===== src/rtl/id_decode_stage_pkg.sv =====
`default_nettype none
// ============================================================================
// Module      : id_decode_stage_pkg
// Description : Shared ISA definitions for the ID stage: opcodes, ALUOp
//               encodings, WB/M/EX control bundle layout and control decode.
// Revision    : 1.0 - initial release
// ============================================================================
package id_decode_stage_pkg;

  localparam int ADDR_W = 5;

  // Opcodes of the supported MIPS subset (instr[31:26])
  localparam logic [5:0] OP_RTYPE = 6'h00;
  localparam logic [5:0] OP_LW    = 6'h23;
  localparam logic [5:0] OP_SW    = 6'h2B;
  localparam logic [5:0] OP_BEQ   = 6'h04;

  // ALUOp encodings handed to the EX stage
  localparam logic [1:0] ALUOP_ADD   = 2'b00;
  localparam logic [1:0] ALUOP_SUB   = 2'b01;
  localparam logic [1:0] ALUOP_FUNCT = 2'b10;

  // WB bundle: {RegWrite, MemtoReg}
  localparam int WB_REGWRITE = 1;
  localparam int WB_MEMTOREG = 0;
  // M bundle: {Branch, MemRead, MemWrite}
  localparam int M_BRANCH   = 2;
  localparam int M_MEMREAD  = 1;
  localparam int M_MEMWRITE = 0;
  // EX bundle: {RegDst, ALUOp[1:0], ALUSrc}
  localparam int EX_REGDST   = 3;
  localparam int EX_ALUOP_HI = 2;
  localparam int EX_ALUOP_LO = 1;
  localparam int EX_ALUSRC   = 0;

  typedef struct packed {
    logic [1:0] wb;
    logic [2:0] m;
    logic [3:0] ex;
  } ctrl_t;

  // Main control decode; unknown opcodes become an all-zero NOP.
  function automatic ctrl_t decode_ctrl(input logic [5:0] opcode);
    ctrl_t c;
    c = '0;
    case (opcode)
      OP_RTYPE: begin
        c.wb[WB_REGWRITE]                = 1'b1;
        c.ex[EX_REGDST]                  = 1'b1;
        c.ex[EX_ALUOP_HI:EX_ALUOP_LO]    = ALUOP_FUNCT;
      end
      OP_LW: begin
        c.wb[WB_REGWRITE]                = 1'b1;
        c.wb[WB_MEMTOREG]                = 1'b1;
        c.m[M_MEMREAD]                   = 1'b1;
        c.ex[EX_ALUOP_HI:EX_ALUOP_LO]    = ALUOP_ADD;
        c.ex[EX_ALUSRC]                  = 1'b1;
      end
      OP_SW: begin
        c.m[M_MEMWRITE]                  = 1'b1;
        c.ex[EX_ALUOP_HI:EX_ALUOP_LO]    = ALUOP_ADD;
        c.ex[EX_ALUSRC]                  = 1'b1;
      end
      OP_BEQ: begin
        c.m[M_BRANCH]                    = 1'b1;
        c.ex[EX_ALUOP_HI:EX_ALUOP_LO]    = ALUOP_SUB;
      end
      default: c = '0;
    endcase
    return c;
  endfunction

endpackage
`default_nettype wire


===== src/rtl/id_decode_stage_reg_file.sv =====
`default_nettype none
// ============================================================================
// Module      : reg_file
// Description : 32-entry register file, two asynchronous read ports with
//               write-through bypass, one synchronous write port, r0 hardwired
//               to zero, asynchronous active-low reset.
// Revision    : 1.0 - initial release
// ============================================================================
module reg_file
  import id_decode_stage_pkg::*;
#(
  parameter int DATA_W = 32,
  parameter int NREGS  = 32
) (
  input  logic              clk,
  input  logic              rst_n,
  input  logic              we,
  input  logic [ADDR_W-1:0] waddr,
  input  logic [DATA_W-1:0] wdata,
  input  logic [ADDR_W-1:0] raddr1,
  input  logic [ADDR_W-1:0] raddr2,
  output logic [DATA_W-1:0] rdata1,
  output logic [DATA_W-1:0] rdata2
);

  logic [DATA_W-1:0] regs_q [NREGS];
  logic [DATA_W-1:0] regs_d [NREGS];
  logic              wr_active;

  // r0 is never written, so its storage stays at the reset value of zero
  assign wr_active = we && (waddr != '0);

  // Next-state for the storage array: one entry updated on a live write
  always_comb begin
    for (int i = 0; i < NREGS; i++) begin
      regs_d[i] = regs_q[i];
    end
    if (wr_active) begin
      regs_d[waddr] = wdata;
    end
  end

  // Storage flops, cleared asynchronously
  always_ff @(posedge clk or negedge rst_n) begin
    if (!rst_n) begin
      for (int i = 0; i < NREGS; i++) begin
        regs_q[i] <= '0;
      end
    end else begin
      for (int i = 0; i < NREGS; i++) begin
        regs_q[i] <= regs_d[i];
      end
    end
  end

  // Read ports: bypass a same-cycle write so ID sees the writeback value
  always_comb begin
    rdata1 = '0;
    rdata2 = '0;
    if (raddr1 != '0) begin
      rdata1 = (wr_active && (waddr == raddr1)) ? wdata : regs_q[raddr1];
    end
    if (raddr2 != '0) begin
      rdata2 = (wr_active && (waddr == raddr2)) ? wdata : regs_q[raddr2];
    end
  end

endmodule
`default_nettype wire


===== src/rtl/id_decode_stage.sv =====
`default_nettype none
// ============================================================================
// Module      : id_decode_stage
// Description : MIPS Instruction Decode stage. Decodes R/lw/sw/beq control,
//               reads the register file, sign-extends the immediate and
//               registers everything into ID/EX. Branch flush and optional
//               load-use bubble insertion.
//               Optional feature macro: HAZARD_DETECT_EN (load-use stall).
// Revision    : 1.0 - initial release
// ============================================================================
module id_decode_stage
  import id_decode_stage_pkg::*;
#(
  parameter int DATA_W = 32,
  parameter int NREGS  = 32
) (
  input  logic              CLK,
  input  logic              RST,
  input  logic [31:0]       IF_ID_INSTR,
  input  logic [31:0]       IF_ID_NPC,
  input  logic              EX_MEM_PCSrc,
  input  logic              MEM_WB_RegWrite,
  input  logic [ADDR_W-1:0] MEM_WB_WriteReg,
  input  logic [DATA_W-1:0] MEM_WB_WriteData,
  output logic [1:0]        ID_EX_WB,
  output logic [2:0]        ID_EX_M,
  output logic [3:0]        ID_EX_EX,
  output logic [31:0]       ID_EX_NPC,
  output logic [DATA_W-1:0] ID_EX_RD1,
  output logic [DATA_W-1:0] ID_EX_RD2,
  output logic [DATA_W-1:0] ID_EX_IMM,
  output logic [ADDR_W-1:0] ID_EX_RS,
  output logic [ADDR_W-1:0] ID_EX_RT,
  output logic [ADDR_W-1:0] ID_EX_RD,
  output logic              ID_STALL
);

  // Instruction fields
  logic [5:0]        opcode;
  logic [ADDR_W-1:0] rs_addr;
  logic [ADDR_W-1:0] rt_addr;
  logic [ADDR_W-1:0] rd_addr;
  logic [DATA_W-1:0] imm_ext;
  logic [DATA_W-1:0] rd1_data;
  logic [DATA_W-1:0] rd2_data;
  ctrl_t             dec_ctrl;
  logic              stall;
  logic              bubble;

  // ID/EX pipeline register
  ctrl_t             ctrl_q,  ctrl_d;
  logic [31:0]       npc_q,   npc_d;
  logic [DATA_W-1:0] rd1_q,   rd1_d;
  logic [DATA_W-1:0] rd2_q,   rd2_d;
  logic [DATA_W-1:0] imm_q,   imm_d;
  logic [ADDR_W-1:0] rs_q,    rs_d;
  logic [ADDR_W-1:0] rt_q,    rt_d;
  logic [ADDR_W-1:0] rd_q,    rd_d;

  assign opcode  = IF_ID_INSTR[31:26];
  assign rs_addr = IF_ID_INSTR[25:21];
  assign rt_addr = IF_ID_INSTR[20:16];
  assign rd_addr = IF_ID_INSTR[15:11];
  assign imm_ext = {{(DATA_W-16){IF_ID_INSTR[15]}}, IF_ID_INSTR[15:0]};

  reg_file #(
    .DATA_W (DATA_W),
    .NREGS  (NREGS)
  ) u_reg_file (
    .clk    (CLK),
    .rst_n  (RST),
    .we     (MEM_WB_RegWrite),
    .waddr  (MEM_WB_WriteReg),
    .wdata  (MEM_WB_WriteData),
    .raddr1 (rs_addr),
    .raddr2 (rt_addr),
    .rdata1 (rd1_data),
    .rdata2 (rd2_data)
  );

`ifdef HAZARD_DETECT_EN
  // Load in EX whose target is a source of the instruction in ID; a branch
  // flush discards the younger instruction anyway, so no stall is needed.
  assign stall = ctrl_q.m[M_MEMREAD] && (rt_q != '0) &&
                 ((rt_q == rs_addr) || (rt_q == rt_addr)) && !EX_MEM_PCSrc;
`else
  assign stall = 1'b0;
`endif

  // Flush and stall both turn the incoming slot into a control-only bubble
  assign bubble   = EX_MEM_PCSrc || stall;
  assign dec_ctrl = decode_ctrl(opcode);

  // Next ID/EX contents: data fields always load, control zeroed on bubble
  always_comb begin
    ctrl_d = bubble ? '0 : dec_ctrl;
    npc_d  = IF_ID_NPC;
    rd1_d  = rd1_data;
    rd2_d  = rd2_data;
    imm_d  = imm_ext;
    rs_d   = rs_addr;
    rt_d   = rt_addr;
    rd_d   = rd_addr;
  end

  // ID/EX register, cleared asynchronously to a NOP bubble
  always_ff @(posedge CLK or negedge RST) begin
    if (!RST) begin
      ctrl_q <= '0;
      npc_q  <= '0;
      rd1_q  <= '0;
      rd2_q  <= '0;
      imm_q  <= '0;
      rs_q   <= '0;
      rt_q   <= '0;
      rd_q   <= '0;
    end else begin
      ctrl_q <= ctrl_d;
      npc_q  <= npc_d;
      rd1_q  <= rd1_d;
      rd2_q  <= rd2_d;
      imm_q  <= imm_d;
      rs_q   <= rs_d;
      rt_q   <= rt_d;
      rd_q   <= rd_d;
    end
  end

  assign ID_EX_WB  = ctrl_q.wb;
  assign ID_EX_M   = ctrl_q.m;
  assign ID_EX_EX  = ctrl_q.ex;
  assign ID_EX_NPC = npc_q;
  assign ID_EX_RD1 = rd1_q;
  assign ID_EX_RD2 = rd2_q;
  assign ID_EX_IMM = imm_q;
  assign ID_EX_RS  = rs_q;
  assign ID_EX_RT  = rt_q;
  assign ID_EX_RD  = rd_q;
  assign ID_STALL  = stall;

endmodule
`default_nettype wire

===== config.mk =====
export PLATFORM = sky130hd
export DESIGN_NAME = id_decode_stage
export DESIGN_NICKNAME = d
export VERILOG_FILES = /design/src/rtl/id_decode_stage_pkg.sv /design/src/rtl/id_decode_stage_reg_file.sv /design/src/rtl/id_decode_stage.sv
export SDC_FILE = /design/constraint.sdc
export NUM_CORES = 2
export LEC_CHECK = 0
export BUFFER_PORTS_ARGS = -buffer_cell sky130_fd_sc_hd__buf_2
export CAP_MARGIN = 5
export CORE_ASPECT_RATIO = 0.9
export CORE_UTILIZATION = 60
export DETAILED_ROUTE_END_ITERATION = 10
export GPL_ROUTABILITY_DRIVEN = 0
export PLACE_DENSITY = 0.79
export SETUP_SLACK_MARGIN = 0.15
export SKIP_LAST_GASP = 1
export SYNTH_ARGS = -nofsm -noshare
export SYNTH_HDL_FRONTEND = slang
export SYNTH_SLANG_ARGS = --single-unit

===== constraint.sdc =====
create_clock -name CLK -period 2.5 [get_ports CLK]
set_clock_uncertainty 0.05 [all_clocks]
set_input_delay 0.25 -clock CLK [delete_from_list [all_inputs] [get_ports CLK]]
set_output_delay 0.25 -clock CLK [all_outputs]
set_load 0.02 [all_outputs]

Word level (Yosys, flattened, before mapping)
Index checks and enable logic that the tools add are counted.
{"block": "classes", "bitwise_logic": 3, "n_lt_le_gt_ge": 4, "reduce_logical": 10, "muxes": 21, "eq_ne": 5}
{"cell": "$bwmux W1024", "count": 1}
{"cell": "$bmux W32 S5", "count": 2}
{"cell": "$mux W32", "count": 9}
{"cell": "$demux W32 S5", "count": 1}
{"cell": "$ge A6 B6 Y1 const B", "count": 3}
{"cell": "$not A5 Y6", "count": 3}
{"cell": "$reduce_bool A5 Y1", "count": 3}
{"cell": "$eq A6 B6 Y1 const B", "count": 2}
{"cell": "$eq A5 B5 Y1", "count": 2}
{"cell": "$mux W9", "count": 1}
{"cell": "$eq A6 B3 Y1 const B", "count": 1}
{"cell": "$logic_not A6 Y1", "count": 1}
{"cell": "$lt A6 B1 Y1 const B", "count": 1}
{"cell": "$mux W1", "count": 6}
{"cell": "$logic_and A1 B1 Y1", "count": 4}
{"cell": "$pmux W2 S2", "count": 1}
{"cell": "$reduce_or A2 Y1", "count": 2}
{"block": "word_totals", "regBits": 1160, "elab_cells": 85, "in_bits": 105, "output_inout_bits": 153}

Depth between registers and ports, before layout
{"block": "depth", "depth_word": 6, "ltp_mapped": 11, "mapped_depth_nobuf": 6}

By module
A second synthesis with hierarchy kept.
{"block": "hier_totals", "hier_cells": 3954, "area_unflattened_um2": 58386.0}
{"mod": "reg_file", "cells_per_inst": 3787, "area_each_um2": 54890.1, "instances": 1, "seq_area_each_um2": 25624.6}
{"mod": "id_decode_stage", "cells_per_inst": 167, "area_each_um2": 3495.9, "instances": 1, "seq_area_each_um2": 3228.1}

Worst setup path before layout
No wires, ideal clock.
{"block": "synth_path", "kind": "in2reg", "from": "input port IF_ID_INSTR[21]", "to": "register rd1_q[5], in the netlist ID_EX_RD1[5]", "t_arrival_ns": 1.855, "required_time_ns": 2.326, "setup_ns": 0.124, "path_stages": 7, "n_path_buf": 3, "slack_ns": 0.471, "cell_sequence": "buf_6 -> buf_6 -> buf_2 -> mux4_2 -> a22oi_1 -> a21oi_1 -> a211o_1"}
{"block": "synth_via", "elab_chain_cells": 6}
{"item": "from (decl)", "line": "id_decode_stage.sv:19", "text": "input logic [31:0] IF_ID_INSTR,"}
{"item": "$not A5 Y6 (implied by the code)", "line": "id_decode_stage_reg_file.sv:61", "text": "rdata1 = (wr_active && (waddr == raddr1)) ? wdata : regs_q[raddr1];"}
{"item": "$bmux W32 S5", "line": "id_decode_stage_reg_file.sv:61"}
{"item": "$mux W32 (implied by the code) (2 in series)", "line": "id_decode_stage_reg_file.sv:61"}
{"item": "$mux W32", "line": "id_decode_stage_reg_file.sv:61"}
{"item": "$mux W32 *", "line": "id_decode_stage_reg_file.sv:60", "text": "if (raddr1 != '0) begin"}
{"item": "via rd1_d[5]", "line": "id_decode_stage.sv:53", "text": "logic [DATA_W-1:0] rd1_q, rd1_d;"}
{"item": "to (signal assigned)", "line": "id_decode_stage.sv:120", "text": "rd1_q <= rd1_d;"}
{"item": "to (decl)", "line": "id_decode_stage.sv:53"}
The timed path passes the listed nets; every way through them passes the cells marked *. The select of a mux whose other input is x is not followed.
A chain may end at the register's enable or synchronous reset.

Worst setup path after layout
{"block": "layout_path", "from": "input port IF_ID_INSTR[22]", "to": "register rd1_q[23], in the netlist ID_EX_RD1[23]"}
The elaborated chain is that of the path after synthesis.

==> flow_summary.toml <==
[run_status]
status = "finished clean"

[synth]
async_flop_share_pct = 100.0
yosys-top-cells-count = "sky130_fd_sc_hd__dfrtp_1, sky130_fd_sc_hd__mux2_2, sky130_fd_sc_hd__mux4_2, sky130_fd_sc_hd__mux2i_1, sky130_fd_sc_hd__clkbuf_1"
seq_area_frac_synth_pct = 48.81
synth_largest_area_cell = "sky130_fd_sc_hd__dfrtp_1"
synth_flop_cell = "sky130_fd_sc_hd__dfrtp_1"
syn-mean-instance-area_sq_um = 14.45
ys_seq_elements = 1153
synth.lib_cells_used.distinct = 68
yosys.cell_count.top_type = "sky130_fd_sc_hd__dfrtp_1"
synth-edff-count = 0
synth_warnings = 0
post_synth_main_area_contributors = "sky130_fd_sc_hd__dfrtp_1, sky130_fd_sc_hd__mux2_2, sky130_fd_sc_hd__mux4_2"
mapped_nets = 4197
mappedNetlistArea_sq_mm = 0.05912
share_of_the_synthesized_area_in_the_top_cell_type_pct = 48.81
synthCells = 4092

[final_layout]
synthToLayoutAreaGrowth_pct = 15.58
regArea_sq_mm = 0.02885
fillCellCount = 6376
final_net_count = 4520
drive_gt1_share_pct = 48.86
multi_input_comb_area_sq_mm = 0.02791
layoutNonFillerInstCount = 5783

[routing]
drc_errors = 0
drtPass1Iterations = 5
routed_wirelength_mm = 196.6
drt_iter0_markers = 5808
routedWlPerCell_microns = 33.99
route.detailed.vias_per_inst = 7.276
residual_antenna_violating_net_count_after_detailed_routing = 0
dr_total_vias = 42075

[die]
io_pins = 258
placeableCoreArea_sq_mm = 0.09702
die_height_microns = 299.8
placement_rows = 108
floorplan.initialDensity_pct = 60.93
fp.dieArea_sq_mm = 0.09979
dieWidth_microns = 332.9

[timing]
tightest_slew_ps = 1065
slew_violations = 0
setup_viol = 0
timing.fmax_mhz = 427.3
final_hold_viol_count = 0
layout_min_cycle_time_ps = 2340
setup_repair_after_global_routing_missed_its_margin = "no"
max_slew_margin_pct = 28.75
timing.final.crit_share_pct = 93.61

[cts]
htreeDepth = 3
numClockSinks = 1153
cts_post_setup_buffers_inserted = 0
cts_buffers = 118
max-clock-path-buffers = 3
cts_tree = "done"
cts_root_buf = "sky130_fd_sc_hd__clkbuf_16"
path_clk_slew_ps = 60
worst_skew_late_latency_ps = 730

[placement]
numPortBuffers = 256
dp.cells = 5488
dp_hpwl_mm = 122.1

[grt]
grt_start_max_net_pins = 77
antenna_found_initial = 16
first_global_vias = 42734
grt_overflow = 0
grt_use_total_pct = 39.57
global_route_wire_length_before_repair_mm = 288.7

[setup_path]
crit_path_start_kind = "input port"
critical_path.endpoint_type = "register"
critPathArrivalTime_ps = 2840
critical_path_required_ps = 3000
critical_path_peak_fanout = 18
setup.worst_path.class = "in -> reg"

[pwr]
pwr_density_cell_mw_per_mm2 = 791.5
total_power_uw = 54080
ir_drop_mv = 0.5740
leakage_uw = 0.03093

[worst_hold_path]
type_of_the_tightest_min_delay_check = "in -> async"

[flow_run]
drv_cap = 0
timing repair:
action / 4_1_cts / 5_1_grt
hold buffers: 72 / 0
gates resized for setup: 0 / 3
endpoints found under the hold margin: 407 / 0
setup endpoints to repair: 0 / 3
final cells by class:
type / count / area share [%]
inverters: 6 / 0.03296
diodes: 5 / 0.01831
multi-input cells: 2469 / 40.85
clock inverters: 48 / 0.8881
well taps: 1265 / 2.316
clock buffers: 170 / 5.111
flip-flops and latches: 1153 / 42.23
repair buffers: 667 / 8.561
critical path, cell delays in order:
cell and delay [ps]:
sky130_fd_sc_hd__dlygate4sd3_1 550, sky130_fd_sc_hd__buf_6 210, sky130_fd_sc_hd__nor3b_4 620, sky130_fd_sc_hd__buf_4 510
sky130_fd_sc_hd__a22oi_1 190, sky130_fd_sc_hd__o211ai_1 130, sky130_fd_sc_hd__nor2_1 70, sky130_fd_sc_hd__nor2_1 160
sky130_fd_sc_hd__a211oi_1 110
routing by layer:
metal / up-vias / track usage, % / wire length [microns]
li1: 16304 / - / -
met1: 21928 / 53.27 / 72330
met2: 3066 / 57.30 / 86000
met3: 761 / 13.39 / 26210
met4: 16 / 20.91 / 11920
met5: - / 0 / 96
worst paths after layout:
| path | start | to | slack, ps | cells after the start |
|---|---|---|---|---|
| worst min register to register | u_reg_file.regs_q[1014] | u_reg_file.regs_q[1014] | 350 | 0 |
| worst min-delay path | RST | ID_EX_RD[2] | 20 | 2 |
| max in group asynchronous | RST | ID_EX_RS[3] | 1410 | 4 |
| worst max-delay path | IF_ID_INSTR[22] | ID_EX_RD1[23] | 160 | 9 |
| min in group CLK | MEM_WB_WriteData[7] | ID_EX_RD2[7] | 40 | 3 |
| worst max register to register | u_reg_file.regs_q[540] | ID_EX_RD2[28] | 520 | 6 |
report_power, final:
group / total (uW) / switching (uW) / internal [uW]
sequential: 24600 / 2640 / 22000
clock: 18700 / 7680 / 11000
combinational: 10800 / 4730 / 6030
total: 54100 / 15000 / 39000
cell usage in the layout, fill, tap and decap left out, drive strengths merged, types with 13 or more instances in the layout:
master / count
o211ai: 23
clkinv: 29
bufinv: 13
mux2: 1001
nor2: 75
buf: 595
o22ai: 57
mux2i: 335
nand3: 13
dlygate4sd3: 72
a221oi: 63
dfrtp: 1153
a22o: 36
a211oi: 28
clkbuf: 170
nand2: 65
a21oi: 59
nor2b: 19
a221o: 24
nor3: 42
a22oi: 59
o21ai: 85
mux4: 356
state kept, by name, indices dropped and copies added (netlist names):
signal / cells
ID_EX_RD1: 32
ID_EX_RD: 4
ID_EX_WB: 1
ID_EX_RT: 5
ID_EX_M: 2
u_reg_file.regs_q: 1024
ID_EX_EX: 4
ID_EX_IMM: 12
ID_EX_RD2: 32
ID_EX_RS: 5
ID_EX_NPC: 32
per-stage QoR:
step / TNS (ps) / utilization [%] / cell area (sq um) / hold WS (ps) / setup WS [ps]
3_5_place_dp: -108.1 / 65.44 / 63490 / 160.9 / -35.64
2_1_floorplan: 0 / - / 59120 / -95.59 / 471.3
4_1_cts: 0 / 70.40 / 68310 / 6.791 / 240.4
3_3_place_gp: -86.00 / 65.44 / 63490 / 157.3 / -36.57
5_1_grt: 0 / 70.42 / 68330 / 37.74 / 163.4
6_report: 0 / 70.42 / 68330 / 19.79 / 159.9
kinds of logic (layout without fill, tap and decap cells):
logic type / after synthesis / in the layout / share of synthesized area (%)
multiplexers: 1692 / 1692 / 38.34
AND/OR/NAND/NOR: 275 / 275 / 2.371
buffers and inverters: 470 / 891 / 4.305
AO/OA/AOI/OAI: 491 / 491 / 6.022
XOR/XNOR: 10 / 10 / 0.1482
other: 1 / 6 / 0.006344
flip-flops: 1153 / 1153 / 48.81
Power figures use the tool's default switching activity.
